`config.mk`:
```
export PLATFORM = sky130hd
export DESIGN_NAME = id_stage_pipe
export DESIGN_NICKNAME = d
export VERILOG_FILES = /design/src/rtl/mips_pkg.sv /design/src/rtl/reg_file_bypass.sv /design/src/rtl/id_stage_pipe.sv
export SDC_FILE = /design/constraint.sdc
export NUM_CORES = 2
export LEC_CHECK = 0
export BUFFER_PORTS_ARGS = -buffer_cell sky130_fd_sc_hd__buf_4
export CORE_ASPECT_RATIO = 0.7
export CORE_MARGIN = 1
export CORE_UTILIZATION = 55
export DETAILED_ROUTE_END_ITERATION = 8
export PLACE_DENSITY = 0.73
export SYNTH_ARGS = -nofsm -noshare
export SYNTH_HDL_FRONTEND = slang
export SYNTH_SLANG_ARGS = --single-unit
```
`constraint.sdc`:
```
create_clock -name clk -period 5.7 [get_ports clk]
set_input_delay 1.14 -clock clk [delete_from_list [all_inputs] [get_ports clk]]
set_output_delay 1.14 -clock clk [all_outputs]
set_load 0.05 [all_outputs]
```
`src/rtl/mips_pkg.sv`:
```
// MIPS decode constants: opcodes, instruction field positions
// and small opcode classification helpers.
package mips_pkg;

    localparam logic [5:0] OP_RTYPE = 6'h00;
    localparam logic [5:0] OP_BEQ   = 6'h04;
    localparam logic [5:0] OP_BNE   = 6'h05;
    localparam logic [5:0] OP_ANDI  = 6'h0C;
    localparam logic [5:0] OP_ORI   = 6'h0D;
    localparam logic [5:0] OP_XORI  = 6'h0E;
    localparam logic [5:0] OP_LUI   = 6'h0F;
    localparam logic [5:0] OP_SB    = 6'h28;
    localparam logic [5:0] OP_SH    = 6'h29;
    localparam logic [5:0] OP_SW    = 6'h2B;

    localparam int OP_MSB  = 31;
    localparam int OP_LSB  = 26;
    localparam int RS_MSB  = 25;
    localparam int RS_LSB  = 21;
    localparam int RT_MSB  = 20;
    localparam int RT_LSB  = 16;
    localparam int RD_MSB  = 15;
    localparam int RD_LSB  = 11;
    localparam int SH_MSB  = 10;
    localparam int SH_LSB  = 6;
    localparam int FN_MSB  = 5;
    localparam int FN_LSB  = 0;
    localparam int IMM_MSB = 15;
    localparam int IMM_LSB = 0;

    // Opcodes that read rt as an operand (R-type, branches, stores)
    function automatic logic rt_is_src(input logic [5:0] op);
        logic r;
        r = 1'b0;
        case (op)
            OP_RTYPE, OP_BEQ, OP_BNE,
            OP_SB, OP_SH, OP_SW: r = 1'b1;
            default:             r = 1'b0;
        endcase
        return r;
    endfunction

    function automatic logic imm_zext(input logic [5:0] op);
        return (op == OP_ANDI) || (op == OP_ORI) || (op == OP_XORI);
    endfunction

endpackage

```
`src/rtl/reg_file_bypass.sv`:
```
// 2R1W register file, register 0 hardwired to zero,
// same-cycle write-back data forwarded onto both read ports.
module reg_file_bypass
    import mips_pkg::*;
#(
    parameter int DATA_W   = 32,
    parameter int NUM_REGS = 32,
    parameter int REG_AW   = $clog2(NUM_REGS)
) (
    input  logic              clk,
    input  logic              rst,
    input  logic              i_we,
    input  logic [REG_AW-1:0] i_waddr,
    input  logic [DATA_W-1:0] i_wdata,
    input  logic [REG_AW-1:0] i_raddr_a,
    input  logic [REG_AW-1:0] i_raddr_b,
    output logic [DATA_W-1:0] o_rdata_a,
    output logic [DATA_W-1:0] o_rdata_b
);

    logic [DATA_W-1:0] r_regs [NUM_REGS];
    logic              w_wr_ok;
    logic              w_hit_a;
    logic              w_hit_b;

    assign w_wr_ok = i_we && (i_waddr != '0);
    assign w_hit_a = w_wr_ok && (i_waddr == i_raddr_a);
    assign w_hit_b = w_wr_ok && (i_waddr == i_raddr_b);

    always_ff @(posedge clk) begin
        if (rst) begin
            for (int i = 0; i < NUM_REGS; i++) begin
                r_regs[i] <= '0;
            end
        end else if (w_wr_ok) begin
            r_regs[i_waddr] <= i_wdata;
        end
    end

    always_comb begin
        o_rdata_a = r_regs[i_raddr_a];
        o_rdata_b = r_regs[i_raddr_b];
        if (w_hit_a) o_rdata_a = i_wdata;
        if (w_hit_b) o_rdata_b = i_wdata;
        if (i_raddr_a == '0) o_rdata_a = '0;
        if (i_raddr_b == '0) o_rdata_b = '0;
    end

endmodule

```
`src/rtl/id_stage_pipe.sv`:
```
// MIPS ID stage: decode, register read with bypass, immediate
// extension, load-use hazard detect, registered ID/EX bundle.
module id_stage_pipe
    import mips_pkg::*;
#(
    parameter int DATA_W   = 32,
    parameter int NUM_REGS = 32,
    localparam int REG_AW  = $clog2(NUM_REGS)
) (
    input  logic              clk,
    input  logic              rst,
    input  logic              if_valid,
    input  logic [31:0]       if_pc,
    input  logic [31:0]       if_inst,
    input  logic              wb_we,
    input  logic [REG_AW-1:0] wb_addr,
    input  logic [DATA_W-1:0] wb_data,
    input  logic              ex_mem_read,
    input  logic [REG_AW-1:0] ex_rt,
    input  logic              flush,
    output logic              stall,
    output logic              id_valid,
    output logic [31:0]       id_pc,
    output logic [DATA_W-1:0] id_rd1,
    output logic [DATA_W-1:0] id_rd2,
    output logic [DATA_W-1:0] id_imm,
    output logic [5:0]        id_op,
    output logic [REG_AW-1:0] id_rs,
    output logic [REG_AW-1:0] id_rt,
    output logic [REG_AW-1:0] id_rd,
    output logic [4:0]        id_shamt,
    output logic [5:0]        id_funct
);

    logic [5:0]        w_op;
    logic [REG_AW-1:0] w_rs;
    logic [REG_AW-1:0] w_rt;
    logic [REG_AW-1:0] w_rd;
    logic [15:0]       w_imm16;
    logic [DATA_W-1:0] w_imm;
    logic [DATA_W-1:0] w_rd1;
    logic [DATA_W-1:0] w_rd2;
    logic              w_rt_src;
    logic              w_hazard;
    logic              w_lui;

    assign w_op    = if_inst[OP_MSB:OP_LSB];
    assign w_rs    = REG_AW'(if_inst[RS_MSB:RS_LSB]);
    assign w_rt    = REG_AW'(if_inst[RT_MSB:RT_LSB]);
    assign w_rd    = REG_AW'(if_inst[RD_MSB:RD_LSB]);
    assign w_imm16 = if_inst[IMM_MSB:IMM_LSB];
    assign w_lui   = (w_op == OP_LUI);

    always_comb begin
        w_imm = '0;
        unique case (1'b1)
            imm_zext(w_op): w_imm = DATA_W'(w_imm16);
            w_lui:          w_imm = DATA_W'({w_imm16, 16'h0000});
            default:        w_imm = {{(DATA_W-16){w_imm16[15]}}, w_imm16};
        endcase
    end

    reg_file_bypass #(
        .DATA_W   (DATA_W),
        .NUM_REGS (NUM_REGS),
        .REG_AW   (REG_AW)
    ) u_rf (
        .clk       (clk),
        .rst       (rst),
        .i_we      (wb_we),
        .i_waddr   (wb_addr),
        .i_wdata   (wb_data),
        .i_raddr_a (w_rs),
        .i_raddr_b (w_rt),
        .o_rdata_a (w_rd1),
        .o_rdata_b (w_rd2)
    );

    assign w_rt_src = rt_is_src(w_op);
    assign w_hazard = if_valid && ex_mem_read && (ex_rt != '0) &&
                      ((ex_rt == w_rs) || (w_rt_src && (ex_rt == w_rt)));
    // Flush still reports stall; IF resolves the redirect itself
    assign stall    = !rst && w_hazard;

    always_ff @(posedge clk) begin
        if (rst || flush || w_hazard) begin
            id_valid <= 1'b0;
            id_pc    <= '0;
            id_rd1   <= '0;
            id_rd2   <= '0;
            id_imm   <= '0;
            id_op    <= '0;
            id_rs    <= '0;
            id_rt    <= '0;
            id_rd    <= '0;
            id_shamt <= '0;
            id_funct <= '0;
        end else begin
            id_valid <= if_valid;
            id_pc    <= if_pc;
            id_rd1   <= w_rd1;
            id_rd2   <= w_rd2;
            id_imm   <= w_imm;
            id_op    <= w_op;
            id_rs    <= w_rs;
            id_rt    <= w_rt;
            id_rd    <= w_rd;
            id_shamt <= if_inst[SH_MSB:SH_LSB];
            id_funct <= if_inst[FN_MSB:FN_LSB];
        end
    end

endmodule
```
[After elaboration in Yosys (flattened, before gate mapping)]
Memories as Yosys holds them, arrays and structs flattened. A register that Yosys moved wholly into a read port is not among the register bits.
Cells that the tools add are included.
Storage, ports and cells
  register bits after elaboration: 97
  bits in writable memories: 1024
  word-level logic and storage cells: 52
  memories kept: 1
Operators by class
  equality and inequality tests: 11
  mux-type cells: 10
  reductions and logical operators: 21
Memories
  u_rf.r_regs: depth 32, width 32, read ports 2, clocked after memory_dff 2, wr ports 32, RTL line reg_file_bypass.sv:21  | logic [DATA_W-1:0] r_regs [NUM_REGS];
Operators with widths (number)
  one-hot mux 32 bit (2 select lines): 1
  two-way mux 32 bit: 1
  OR reduction 32 bit: 1
  equality test 6 x 4 -> 1 bit, second input constant: 4
  equality test 6 bit, second input constant: 3
  equality test 6 x 3 -> 1 bit, second input constant: 2
  equality test 5 bit: 2
  logical NOT 5 bit: 2
  nonzero test 5 bit: 2
  two-way mux 1 bit: 7
  logical AND 1 bit: 6
  logical NOT 6 bit: 1
  OR reduction 6 bit: 1
  logical OR 1 bit: 5
  two-way mux 5 bit: 1
  OR reduction 2 bit: 2
  logical NOT 1 bit: 1

[Logic depth before layout (Yosys ltp)]
  word-level depth: 8
  mapped depth: 11
  gate-level depth less buffers: 6

[Hierarchy]
A second synthesis with hierarchy kept.
Second synthesis, totals
  cell total of the unflattened synthesis: 4470
  area total of the unflattened synthesis: 60820.8 µm²
Modules (own cells, without submodules)
  reg_file_bypass: times used 1, cells each 3918, area each 55723.4 µm², seq. area each 30749.5 µm²
  id_stage_pipe: times used 1, cells each 552, area each 5097.4 µm², seq. area each 3223.1 µm²

[Worst setup path before layout]
OpenSTA, ideal clock, no wires.
  path type: input to output
  from: in if_inst[25]
  to: out stall
  data arrival time: 2.940 ns
  required time: 4.560 ns
  slack: 1.620 ns
  cell stages on the path: 5
  buffers on the path: 1
  cell sequence: buf_2 xnor2_1 nand3_1 or4_1 a21oi_1
Between the ends
  word-level cells in the longest chain between the ends: 4
RTL lines
  start: declaration: RTL line id_stage_pipe.sv:14  | input logic [31:0] if_inst,
  equality test 5 bit: RTL line id_stage_pipe.sv:81  | ((ex_rt == w_rs) || (w_rt_src && (ex_rt == w_rt)));
  logical OR 1 bit: RTL line id_stage_pipe.sv:81
  logical AND 1 bit: RTL line id_stage_pipe.sv:80  | assign w_hazard = if_valid && ex_mem_read && (ex_rt != '0) &&
  logical AND 1 bit: RTL line id_stage_pipe.sv:83  | assign stall = !rst && w_hazard;
  end: declaration: RTL line id_stage_pipe.sv:21  | output logic stall,
Every way passes these cells.

[Worst setup path in the final report]
  from: in if_inst[21]
  to: out stall
Same word-level chain as after synthesis.

==> reports/qor.yml <==
synthesis:
  synth_cells: 4035
  synth_edf_count: 1024
  yosysTopAreaCell: "edfxtp_1"
  yosysWarnings: 0
  synth-seq-cells: 1185
  synth_top_area_share_pct: 52.0
  yosysSeqAreaShare_pct: 57.4
  synthTopCellsByArea: "edfxtp_1, mux4_2, and2_1, dfxtp_1, mux2i_1"
  synth_top_flop_cell: "edfxtp_1"
  synth.most_common_cell: "and2_1"
  syn_area_per_cell_um2: 14.7
  async_reset_ff_share_pct: 0
  synth_commonest_cells: "and2_1, edfxtp_1, mux4_2"
  ys_types: 47
  syn-cell-area_um2: 59200
sta:
  fin_crit_sh_pct: 71.0
  rsz0062_at_grt: "false"
  whs_ps: 604
  setup_violations: 0
  post-route-min-period_ps: 4050
  tns_ps: 0
  hold_viol: 0
  clock.fmax_ghz: 0.247
  worst_pin_slew_ps: 1230
  worst_clock_skew_ps: 39.1
  slew_headroom_pct: 18.1
  finalMaxSlewViolations: 0
global_routing:
  grt_overflow_total: 0
  grt_max_degree: 81
  grt_pass1_vias: 37600
  antenna_found_initial: 14
  grt_pass1_wl_um: 278000
  grt_util_all_layers_pct: 36.1
die:
  design.die.area_um2: 109000
  fp.dieW_um: 394
  coreArea_um2: 106000
  io_pins: 274
  std_cell_rows: 100
  die_y_um: 276
  initial_utilization_pct: 55.6
cells_and_area:
  fillerInstances: 7744
  area_growth_pct: 12.7
  postLayoutCoreUtil_pct: 62.6
  final_nets: 4282
  seqCellArea_um2: 34000
  finalInstanceArea_um2: 66700
  drive_gt1_share_pct: 26.5
  multi_input_area_um2: 23800
outcome:
  outcome: "complete, no violations"
setup_path:
  crit_chain: "buf_8 -> xnor2_1 -> nand3_1 -> or4_1 -> a21oi_1 -> buf_4"
  arrival_ps: 2910
  critPathMaxFanout: 40
  reg2reg_to: "id_rd1[0]$_SDFF_PP0_"
  startpoint_type: "input pin"
  worstRegToRegCells: 5
  endpoint: "stall"
  critPathKind: "input pin to primary output"
  r2r_start: "u_rf.r_regs[30][0]$_SDFFCE_PN0P_"
  cp_slowest_stage_delay_ps: 570
  path_depth: 6
  cp.required_ps: 4560
  slowest_stage: "or4_1"
  crit_start: "if_inst[21]"
  critPathCaptureType: "primary output"
  r2r_slack_ps: 3220
  path_buf_inv: 2
  crit_family: "simple AND/OR/NAND/NOR gates"
clocking:
  cts_tree: "yes"
  htreeDepth: 3
  ctsHoldBuffers: 0
  cts_root_buffer: "clkbuf_16"
  cts.clk_slew.worst_paths_ps: 60
  cts.sinks: 1185
  cts_buffers: 115
  postCtsResizedCells: 0
  clk_path_buf_depth: 3
  clkLatencyLatePin_ps: 740
  postCtsSetupBuffers: 0
placement:
  port_buffers: 273
  place_congestion: 0.873
  dpl.hpwl_um: 116000
  placed_area_um2: 63000
routing:
  drc_errors: 0
  drt-vias-per-instance: 6.93
  routed_wire_length_per_instance_um: 34.7
  dr.pass1.iters: 7
  drt-total-wl_um: 198000
  drtIter0Drc: 6665
  postRouteAntennaNets: 0
  via_count: 39600
pwr:
  p_leak_nw: 23.8
  vdd_drop_max_mv: 0.310
  power_density_nw_per_um2: 305
flow_run:
  max_cap_violations: 0
min_path:
  hp-class: "input pin to flop"
==> metrics by stage <==
stage                     setup WS [ps]  power (mW)  cells
final                              1650        20.3   5705
after global routing               1570        20.7   5701
after CTS                          1650        20.3   5699
after detailed placement           1520        12.8   5481
after global placement             1550        12.7   5481
after floorplan                    1620        11.8   4066
==> logic make-up (layout without fill, tap and decap cells) <==
group,Yosys count,after routing,share of synthesized area [%]
muxes,700,700,21.1
DFF,1185,1185,57.4
other,1,38,0.00634
buffers and inverters,425,630,2.97
xor gates and xnor gates,20,20,0.296
and+or+nand+nor,1315,1315,13.3
AOI/OAI and AO/OA,389,389,4.91
==> final cells by class <==
type | count | area share, %
Antenna cell | 6 | 0.0225
Clock buffer | 157 | 4.86
Clock inverter | 61 | 0.711
Inverter | 1 | 0.00938
Multi-Input combinational cell | 2456 | 35.8
Sequential cell | 1185 | 50.9
Tap cell | 1428 | 2.68
Timing Repair Buffer | 411 | 5.03
==> layout by cell type (no fill, tap or decap), drive strengths merged, types with 42 or more instances in the layout <==
master and n:
nor2 42, mux4 435, dfxtp 161, edfxtp 1024, clkbuf 157, buf 411, mux2 42, nand2 108
and2 1073, a21oi 93, clkinv 52, a221oi 93, mux2i 223
==> metal layers <==
metal  vias up  track usage [%]  wire length (um)  share of wire [%]
li1      15600                -                 -                  -
met1     19900             52.0             73800                 37
met4         8             12.0              7190                3.6
met5         -                0                48              0.024
met2      3507             50.0             83500                 42
met3       474             14.1             33700                 17
==> worst register-to-register path: stages (launching register included) <==
cell and delay, ps:
edfxtp_1 420, mux4_2 470, mux2_2 290, a221oi_1 740, a221oi_1 200, a22o_1 250
==> worst min path at each step <==
stage,start,end,slack [ps],depth (start not counted)
after floorplan,u_rf.r_regs[10][13]$_SDFFCE_PN0P_,id_rd2[13]$_SDFF_PP0_,760,5
after global placement,u_rf.r_regs[10][5]$_SDFFCE_PN0P_,id_rd2[5]$_SDFF_PP0_,800,5
after detailed placement,u_rf.r_regs[10][17]$_SDFFCE_PN0P_,id_rd2[17]$_SDFF_PP0_,820,5
after CTS,if_pc[13],id_pc[13]$_SDFF_PP0_,560,2
after global routing,if_pc[2],id_pc[2]$_SDFF_PP0_,580,2
final,if_pc[13],id_pc[13]$_SDFF_PP0_,600,2
==> registers in the layout (all words and copies together) (netlist names), 6 cells and up <==
signal       count
id_rd1          32
id_imm          32
id_pc           32
id_op            6
id_funct         6
id_rd2          32
u_rf.r_regs   1024
==> where the power goes <==
part / switching [mW] / leakage, nW / total, mW / internal, mW
logic: 1.51 / 10.9 / 2.50 / 0.985
clock network: 3.48 / 1.84 / 7.66 / 4.18
registers: 0.282 / 11.1 / 10.2 / 9.89
total: 5.27 / 23.8 / 20.3 / 15.0
Power figures use the tool's default switching activity.
